**config.mk**
```make
export PLATFORM = sky130hd
export DESIGN_NAME = rsa_modexp_arbiter_flat
export DESIGN_NICKNAME = d
export VERILOG_FILES = /design/src/rtl/rsa_modexp_arbiter_if.sv /design/src/rtl/rsa_modexp_arbiter.sv /design/src/flat_wrapper.sv
export SDC_FILE = /design/constraint.sdc
export NUM_CORES = 1
export LEC_CHECK = 0
export CORE_AREA = 2 2 157 159
export DETAILED_ROUTE_END_ITERATION = 12
export DIE_AREA = 0 0 159 161
export HOLD_SLACK_MARGIN = 0.12
export PLACE_DENSITY = 0.85
export SYNTH_ARGS = -nofsm -noshare
export SYNTH_HDL_FRONTEND = slang
export SYNTH_SLANG_ARGS = --single-unit
```
**constraint.sdc**
```tcl
create_clock -name clk -period 6.05 [get_ports clk]
set_input_delay 1.21 -clock clk [delete_from_list [all_inputs] [get_ports clk]]
set_output_delay 1.21 -clock clk [all_outputs]
set_load 0.005 [all_outputs]
```
**src/rtl/rsa_modexp_arbiter_if.sv**
```systemverilog
// rsa_modexp_arbiter_if: requester, response and engine signals of the Mod_Exp arbiter
// slave  = arbiter side: takes req*/rsp*_ready/me_finish/me_result, drives req*_ready, rsp*, me_*, busy
// master = environment side (requesters plus engine), the mirror image
interface rsa_modexp_arbiter_if #(parameter int W = 32);
  logic         req0_valid, req0_ready, req1_valid, req1_ready;
  logic [W-1:0] req0_base, req0_exponent, req0_modulo;
  logic [W-1:0] req1_base, req1_exponent, req1_modulo;
  logic         rsp0_valid, rsp0_ready, rsp0_error, rsp1_valid, rsp1_ready, rsp1_error;
  logic [W-1:0] rsp0_result, rsp1_result;
  logic [W-1:0] me_base, me_exponent, me_modulo, me_result;
  logic         me_reset, me_finish, busy;
  modport slave (
    input  req0_valid, req0_base, req0_exponent, req0_modulo,
    input  req1_valid, req1_base, req1_exponent, req1_modulo,
    input  rsp0_ready, rsp1_ready, me_finish, me_result,
    output req0_ready, req1_ready, rsp0_valid, rsp0_result, rsp0_error,
    output rsp1_valid, rsp1_result, rsp1_error,
    output me_base, me_exponent, me_modulo, me_reset, busy
  );
  modport master (
    output req0_valid, req0_base, req0_exponent, req0_modulo,
    output req1_valid, req1_base, req1_exponent, req1_modulo,
    output rsp0_ready, rsp1_ready, me_finish, me_result,
    input  req0_ready, req1_ready, rsp0_valid, rsp0_result, rsp0_error,
    input  rsp1_valid, rsp1_result, rsp1_error,
    input  me_base, me_exponent, me_modulo, me_reset, busy
  );
endinterface

```
**src/rtl/rsa_modexp_arbiter.sv**
```systemverilog
// rsa_modexp_arbiter: round-robin sharing of one Mod_Exp engine between two requesters
// clk/reset: clock and async active-high reset; bus: requests, responses, engine control
module rsa_modexp_arbiter #(
  parameter int ARQ            = 16,
  parameter int TIMEOUT_CYCLES = 65535
) (
  input logic                  clk,
  input logic                  reset,
  rsa_modexp_arbiter_if.slave  bus
);
  localparam int W   = 2 * ARQ;
  localparam int WDW = $clog2(TIMEOUT_CYCLES + 1);
  typedef enum logic [1:0] {IDLE, LAUNCH, WAIT, RESPOND} state_t;
  state_t         r_state;
  logic           r_last, r_owner, r_arm, r_me_reset;
  logic [WDW-1:0] r_wd;
  logic [W-1:0]   r_base, r_exp, r_mod;
  logic [1:0]     r_rsp_valid, r_rsp_error;
  logic [W-1:0]   r_rsp_result [2];
  logic           w_idle, w_grant, w_accept, w_done, w_timeout, w_handshake;
  logic [W-1:0]   w_base, w_exp, w_mod;
  assign w_idle      = r_state == IDLE;
  // on a tie the requester not served last wins; otherwise whoever is valid
  assign w_grant     = bus.req0_valid && bus.req1_valid ? ~r_last : bus.req1_valid;
  assign w_accept    = w_idle && (bus.req0_valid || bus.req1_valid);
  assign w_base      = w_grant ? bus.req1_base : bus.req0_base;
  assign w_exp       = w_grant ? bus.req1_exponent : bus.req0_exponent;
  assign w_mod       = w_grant ? bus.req1_modulo : bus.req0_modulo;
  // finish only counts once it has been seen low in this job, so a stale one is ignored
  assign w_done      = bus.me_finish && r_arm;
  assign w_timeout   = r_wd >= WDW'(TIMEOUT_CYCLES - 1);
  assign w_handshake = r_owner ? bus.rsp1_ready : bus.rsp0_ready;
  always_ff @(posedge clk or posedge reset) begin
    if (reset) begin
      r_state         <= IDLE;
      r_last          <= 1'b1;
      r_owner         <= 1'b0;
      r_arm           <= 1'b0;
      r_me_reset      <= 1'b1;
      r_wd            <= '0;
      r_base          <= '0;
      r_exp           <= '0;
      r_mod           <= '0;
      r_rsp_valid     <= '0;
      r_rsp_error     <= '0;
      r_rsp_result[0] <= '0;
      r_rsp_result[1] <= '0;
    end else begin
      case (r_state)
        IDLE: begin
          r_me_reset <= 1'b0;
          if (w_accept) begin
            r_base  <= w_base;
            r_exp   <= w_exp;
            r_mod   <= w_mod;
            r_owner <= w_grant;
            r_last  <= w_grant;
            if (w_mod == '0) begin
              r_state               <= RESPOND;
              r_rsp_valid[w_grant]  <= 1'b1;
              r_rsp_error[w_grant]  <= 1'b1;
              r_rsp_result[w_grant] <= '0;
            end else begin
              r_state    <= LAUNCH;
              r_me_reset <= 1'b1;
            end
          end
        end
        LAUNCH: begin
          r_me_reset <= 1'b0;
          r_arm      <= 1'b0;
          r_wd       <= '0;
          r_state    <= WAIT;
        end
        WAIT: begin
          r_wd <= &r_wd ? r_wd : r_wd + 1'b1;
          if (!bus.me_finish) r_arm <= 1'b1;
          if (w_done || w_timeout) begin
            r_state               <= RESPOND;
            r_rsp_valid[r_owner]  <= 1'b1;
            r_rsp_error[r_owner]  <= !w_done;
            r_rsp_result[r_owner] <= w_done ? bus.me_result : '0;
          end
        end
        RESPOND: begin
          if (w_handshake) begin
            r_state         <= IDLE;
            r_rsp_valid     <= '0;
            r_rsp_error     <= '0;
            r_rsp_result[0] <= '0;
            r_rsp_result[1] <= '0;
          end
        end
        default: r_state <= IDLE;
      endcase
    end
  end
  assign bus.req0_ready  = w_idle && bus.req0_valid && !w_grant;
  assign bus.req1_ready  = w_idle && bus.req1_valid && w_grant;
  assign bus.rsp0_valid  = r_rsp_valid[0];
  assign bus.rsp1_valid  = r_rsp_valid[1];
  assign bus.rsp0_error  = r_rsp_error[0];
  assign bus.rsp1_error  = r_rsp_error[1];
  assign bus.rsp0_result = r_rsp_result[0];
  assign bus.rsp1_result = r_rsp_result[1];
  assign bus.me_base     = r_base;
  assign bus.me_exponent = r_exp;
  assign bus.me_modulo   = r_mod;
  assign bus.me_reset    = r_me_reset;
  assign bus.busy        = !w_idle;
endmodule
```
**src/flat_wrapper.sv**
```systemverilog
// flat-port wrapper written by rule: the top's interface ports become plain ports
module rsa_modexp_arbiter_flat 
#(
  parameter int ARQ            = 16,
  parameter int TIMEOUT_CYCLES = 65535
)
  (clk, reset, bus_req0_valid, bus_req0_base, bus_req0_exponent, bus_req0_modulo, bus_req1_valid, bus_req1_base, bus_req1_exponent, bus_req1_modulo, bus_rsp0_ready, bus_rsp1_ready, bus_me_finish, bus_me_result, bus_req0_ready, bus_req1_ready, bus_rsp0_valid, bus_rsp0_result, bus_rsp0_error, bus_rsp1_valid, bus_rsp1_result, bus_rsp1_error, bus_me_base, bus_me_exponent, bus_me_modulo, bus_me_reset, bus_busy);
  rsa_modexp_arbiter_if bus_i ();
  input logic clk;
  input logic reset;
  input wire logic [$bits(bus_i.req0_valid)-1:0] bus_req0_valid;
  input wire logic [$bits(bus_i.req0_base)-1:0] bus_req0_base;
  input wire logic [$bits(bus_i.req0_exponent)-1:0] bus_req0_exponent;
  input wire logic [$bits(bus_i.req0_modulo)-1:0] bus_req0_modulo;
  input wire logic [$bits(bus_i.req1_valid)-1:0] bus_req1_valid;
  input wire logic [$bits(bus_i.req1_base)-1:0] bus_req1_base;
  input wire logic [$bits(bus_i.req1_exponent)-1:0] bus_req1_exponent;
  input wire logic [$bits(bus_i.req1_modulo)-1:0] bus_req1_modulo;
  input wire logic [$bits(bus_i.rsp0_ready)-1:0] bus_rsp0_ready;
  input wire logic [$bits(bus_i.rsp1_ready)-1:0] bus_rsp1_ready;
  input wire logic [$bits(bus_i.me_finish)-1:0] bus_me_finish;
  input wire logic [$bits(bus_i.me_result)-1:0] bus_me_result;
  output wire logic [$bits(bus_i.req0_ready)-1:0] bus_req0_ready;
  output wire logic [$bits(bus_i.req1_ready)-1:0] bus_req1_ready;
  output wire logic [$bits(bus_i.rsp0_valid)-1:0] bus_rsp0_valid;
  output wire logic [$bits(bus_i.rsp0_result)-1:0] bus_rsp0_result;
  output wire logic [$bits(bus_i.rsp0_error)-1:0] bus_rsp0_error;
  output wire logic [$bits(bus_i.rsp1_valid)-1:0] bus_rsp1_valid;
  output wire logic [$bits(bus_i.rsp1_result)-1:0] bus_rsp1_result;
  output wire logic [$bits(bus_i.rsp1_error)-1:0] bus_rsp1_error;
  output wire logic [$bits(bus_i.me_base)-1:0] bus_me_base;
  output wire logic [$bits(bus_i.me_exponent)-1:0] bus_me_exponent;
  output wire logic [$bits(bus_i.me_modulo)-1:0] bus_me_modulo;
  output wire logic [$bits(bus_i.me_reset)-1:0] bus_me_reset;
  output wire logic [$bits(bus_i.busy)-1:0] bus_busy;
  assign bus_i.req0_valid = bus_req0_valid;
  assign bus_i.req0_base = bus_req0_base;
  assign bus_i.req0_exponent = bus_req0_exponent;
  assign bus_i.req0_modulo = bus_req0_modulo;
  assign bus_i.req1_valid = bus_req1_valid;
  assign bus_i.req1_base = bus_req1_base;
  assign bus_i.req1_exponent = bus_req1_exponent;
  assign bus_i.req1_modulo = bus_req1_modulo;
  assign bus_i.rsp0_ready = bus_rsp0_ready;
  assign bus_i.rsp1_ready = bus_rsp1_ready;
  assign bus_i.me_finish = bus_me_finish;
  assign bus_i.me_result = bus_me_result;
  assign bus_req0_ready = bus_i.req0_ready;
  assign bus_req1_ready = bus_i.req1_ready;
  assign bus_rsp0_valid = bus_i.rsp0_valid;
  assign bus_rsp0_result = bus_i.rsp0_result;
  assign bus_rsp0_error = bus_i.rsp0_error;
  assign bus_rsp1_valid = bus_i.rsp1_valid;
  assign bus_rsp1_result = bus_i.rsp1_result;
  assign bus_rsp1_error = bus_i.rsp1_error;
  assign bus_me_base = bus_i.me_base;
  assign bus_me_exponent = bus_i.me_exponent;
  assign bus_me_modulo = bus_i.me_modulo;
  assign bus_me_reset = bus_i.me_reset;
  assign bus_busy = bus_i.busy;
  rsa_modexp_arbiter #(.ARQ(ARQ), .TIMEOUT_CYCLES(TIMEOUT_CYCLES)) u_core (.clk(clk), .reset(reset), .bus(bus_i));
endmodule
```
==> load_flow_metrics.sql <==
INSERT INTO impl_metrics (metric_group, metric, value, unit) VALUES
('yosys', 'yosys_warnings', '0', ''),
('routing', 'drtPass1Iterations', '5', ''),
('timing', 'rsz0062_at_grt', 'false', ''),
('layout', 'antenna_cells_inserted', '0', ''),
('placement', 'dp.cells', '1443', ''),
('yosys', 'synthCells', '768', ''),
('power_and_ir_drop', 'power.total', '5253', 'uW'),
('setup_path', 'critPathTopFamily', 'buffers and inverters', ''),
('global_route', 'via_count_of_the_first_global_routing_pass', '7652', ''),
('yosys', 'cell_taking_the_most_area_after_synthesis', 'dfrtp_1', ''),
('layout', 'n_fill_cell', '2097', ''),
('layout', 'finalNonFillerCells', '1475', ''),
('cts', 'h-tree-depth', '4', ''),
('die', 'ios', '399', ''),
('cts', 'clockRootBuffer', 'clkbuf_16', ''),
('timing', 'layout_min_cycle_time', '4485', 'ps'),
('yosys', 'synth.avg_cell_area', '11.02', 'um2'),
('layout', 'areaGrowthSynthToFinish', '56.66', '%'),
('yosys', 'seq_area_frac_synth', '0.5502', ''),
('setup_path', 'ff2ff_setup_slack', '2790', 'ps'),
('setup_path', 'timing_worst_setup_path_type', 'in2out', ''),
('timing', 'hold_viol_final', '0', ''),
('routing', 'post_detailed_route_drc_marker_count', '0', ''),
('timing', 'fmax', '223.0', 'MHz'),
('routing', 'route.final.wire_length', '27760', 'um'),
('cts', 'cts_max_path_buffers', '2', ''),
('yosys', 'dominantRegCellSynth', 'dfrtp_1', ''),
('timing', 'setup_slack', '1565', 'ps'),
('yosys', 'synthMostInstantiatedCell', 'dfrtp_1', ''),
('placement', 'buffer_ports.inserted', '398', ''),
('timing', 'timing.final.setup_violations', '0', ''),
('routing', 'detail_route.iter0.violations', '399', ''),
('placement', 'place.gp.congestion', '0.8790', ''),
('cts', 'cts-buffers-inserted', '17', ''),
('timing', 'worst_slew_margin', '0.2173', ''),
('yosys', 'share_of_the_synthesized_area_in_the_top_cell_type', '0.5440', ''),
('setup_path', 'worstPathCellList', 'clkdlybuf4s50_1 -> nand2_1 -> nand2_4 -> and3_1 -> clkdlybuf4s50_1', ''),
('layout', 'area.sequential', '4657', 'um2'),
('timing', 'finalHoldWorstSlack', '471.3', 'ps'),
('cts', 'ctsResizeCount', '0', ''),
('die', 'design.die.area', '25600', 'um2'),
('run_status', 'outcome', 'finished, final reports clean', ''),
('routing', 'antenna_left', '0', ''),
('placement', 'dp_hpwl', '21220', 'um'),
('setup_path', 'critical_path.startpoint_type', 'primary input', ''),
('die', 'rows', '57', ''),
('yosys', 'synth.distinct_cells', '45', ''),
('yosys', 'post_synth_instance_area', '8464', 'um2'),
('timing', 'min_period_over_period', '0.7414', ''),
('routing', 'vias', '7393', ''),
('yosys', 'syn-num-nets', '1005', ''),
('yosys', 'ys_ff_latch', '186', ''),
('routing', 'post_drt_wl_per_cell', '18.82', 'um'),
('yosys', 'synth_edf_count', '0', ''),
('die', 'design.core.area', '23960', 'um2'),
('timing', 'tightestPinTransition', '1174', 'ps'),
('cts', 'tritoncts', 'built', ''),
('timing', 'fin_clk_skew', '14.99', 'ps'),
('setup_path', 'critical_path_peak_fanout', '39', ''),
('cts', 'postCtsSetupRepairBufs', '0', ''),
('layout', 'drive_above_1_share', '0.04605', ''),
('cts', 'cts_num_sinks', '186', ''),
('die', 'die_h', '161', 'um'),
('layout', 'layout.nets', '1375', ''),
('cts', 'clk_pin_slew_worst_paths', '70', 'ps'),
('timing', 'timing.final.max_slew_violations', '0', ''),
('setup_path', 'slowest_delay', '590', 'ps'),
('die', 'floorplan.initialDensity', '0.3532', ''),
('routing', 'drt-vias-per-instance', '5.012', ''),
('yosys', 'yosys-top-cells-area', 'dfrtp_1, mux2i_1, o21ai_0', ''),
('die', 'die_x', '159', 'um');
==> report_power, final <==
group          switching (uW)  total (uW)  internal (uW)  leakage, uW
sequential                242        1900           1660      0.00242
clock                     536        1100            569     0.000277
combinational            1090        2250           1160      0.00313
total                    1870        5250           3380      0.00582
==> per-stage QoR <==
step           cell area, um2    util
6_report                13260  0.5534
5_1_grt                 13260  0.5534
4_1_cts                 13260  0.5534
3_5_place_dp            12680  0.5291
3_3_place_gp            12680  0.5291
2_1_floorplan            8468       -
==> flip-flops by register name, indices dropped and copies added, names as in the netlist <==
register                flops
u_core.r_rsp_valid          2
u_core.bus.me_reset         1
u_core.bus.me_exponent     32
u_core.bus.rsp1_result     32
u_core.bus.me_modulo       32
u_core.bus.rsp0_result     32
u_core.r_owner              1
u_core.r_arm                1
u_core.bus.me_base         32
u_core.r_rsp_error          2
u_core.r_state              2
u_core.r_wd                16
u_core.r_last               1
==> cell families (layout without fill, tap and decap cells) <==
| kind of cell | Yosys count | in the layout | share of synthesized area |
|---|---|---|---|
| simple gates | 212 | 212 | 0.1234 |
| compound gates | 187 | 187 | 0.1497 |
| flops | 186 | 186 | 0.5502 |
| mux | 104 | 104 | 0.1233 |
| buf+inv | 65 | 448 | 0.03622 |
| xor+xnor | 8 | 8 | 0.008278 |
| fa+ha+maj | 6 | 6 | 0.008869 |
==> placed cells by master (no fill, tap or decap), types with 2 or more instances in the layout <==
cell type,instances
mux2_2,2
mux2i_1,102
a2bb2oi_1,2
nor2b_1,20
and4_1,2
and3_1,4
xor2_1,3
inv_1,9
ha_1,6
buf_4,7
o21ai_0,102
inv_6,2
a211oi_1,2
clkbuf_8,2
dfrtp_1,184
nand3_1,12
and2_1,2
inv_8,4
nor4_1,17
a21oi_1,3
nor2_1,14
dfstp_2,2
clkdlybuf4s50_1,398
clkbuf_16,17
or4_1,3
a32o_1,28
nor4_4,3
nand4_1,5
xnor2_1,5
nand2_1,119
nor3_1,4
clkinvlp_4,4
clkinv_4,3
a22o_1,36
o31ai_1,6
==> final cells by class <==
class | count | share of cell area
clock buffer | 19 | 0.03416
clock inverter | 13 | 0.009624
inverter | 10 | 0.003114
multi-input combinational | 517 | 0.2654
sequential | 186 | 0.3512
tap | 324 | 0.03057
timing repair buffer | 406 | 0.3059
==> path summary, 6_finish.rpt <==
path,cells past startpoint,endpoint,start
hold reg to reg,2,u_core.r_last$_DFFE_PP1P_,u_core.r_last$_DFFE_PP1P_
min in group asynchronous,2,u_core.bus.me_modulo[10]$_DFFE_PP0P_,reset
hold / removal,2,u_core.r_last$_DFFE_PP1P_,u_core.r_last$_DFFE_PP1P_
max in group asynchronous,4,u_core.r_wd[7]$_DFFE_PP0P_,reset
setup reg to reg,7,u_core.bus.rsp1_result[12]$_DFFE_PP0P_,u_core.r_state[0]$_DFFE_PP0P_
setup / recovery,5,bus_req0_ready,bus_req0_valid
==> metal layers <==
layer,track usage,share of wire,vias up
met5,0,0,-
met3,0.05932,0.067,28
met2,0.3678,0.50,295
met1,0.2680,0.42,3557
met4,0.05413,0.015,0
li1,-,-,3513
==> worst register-to-register path: stages, from the launching register on <==
cell and delay [ps]:
dfrtp_1 400, inv_1 110, ha_1 330, inv_1 220
o31ai_1 330, a31o_1 520, or4_1 1000, a22o_1 300
Power figures use the tool's default switching activity.
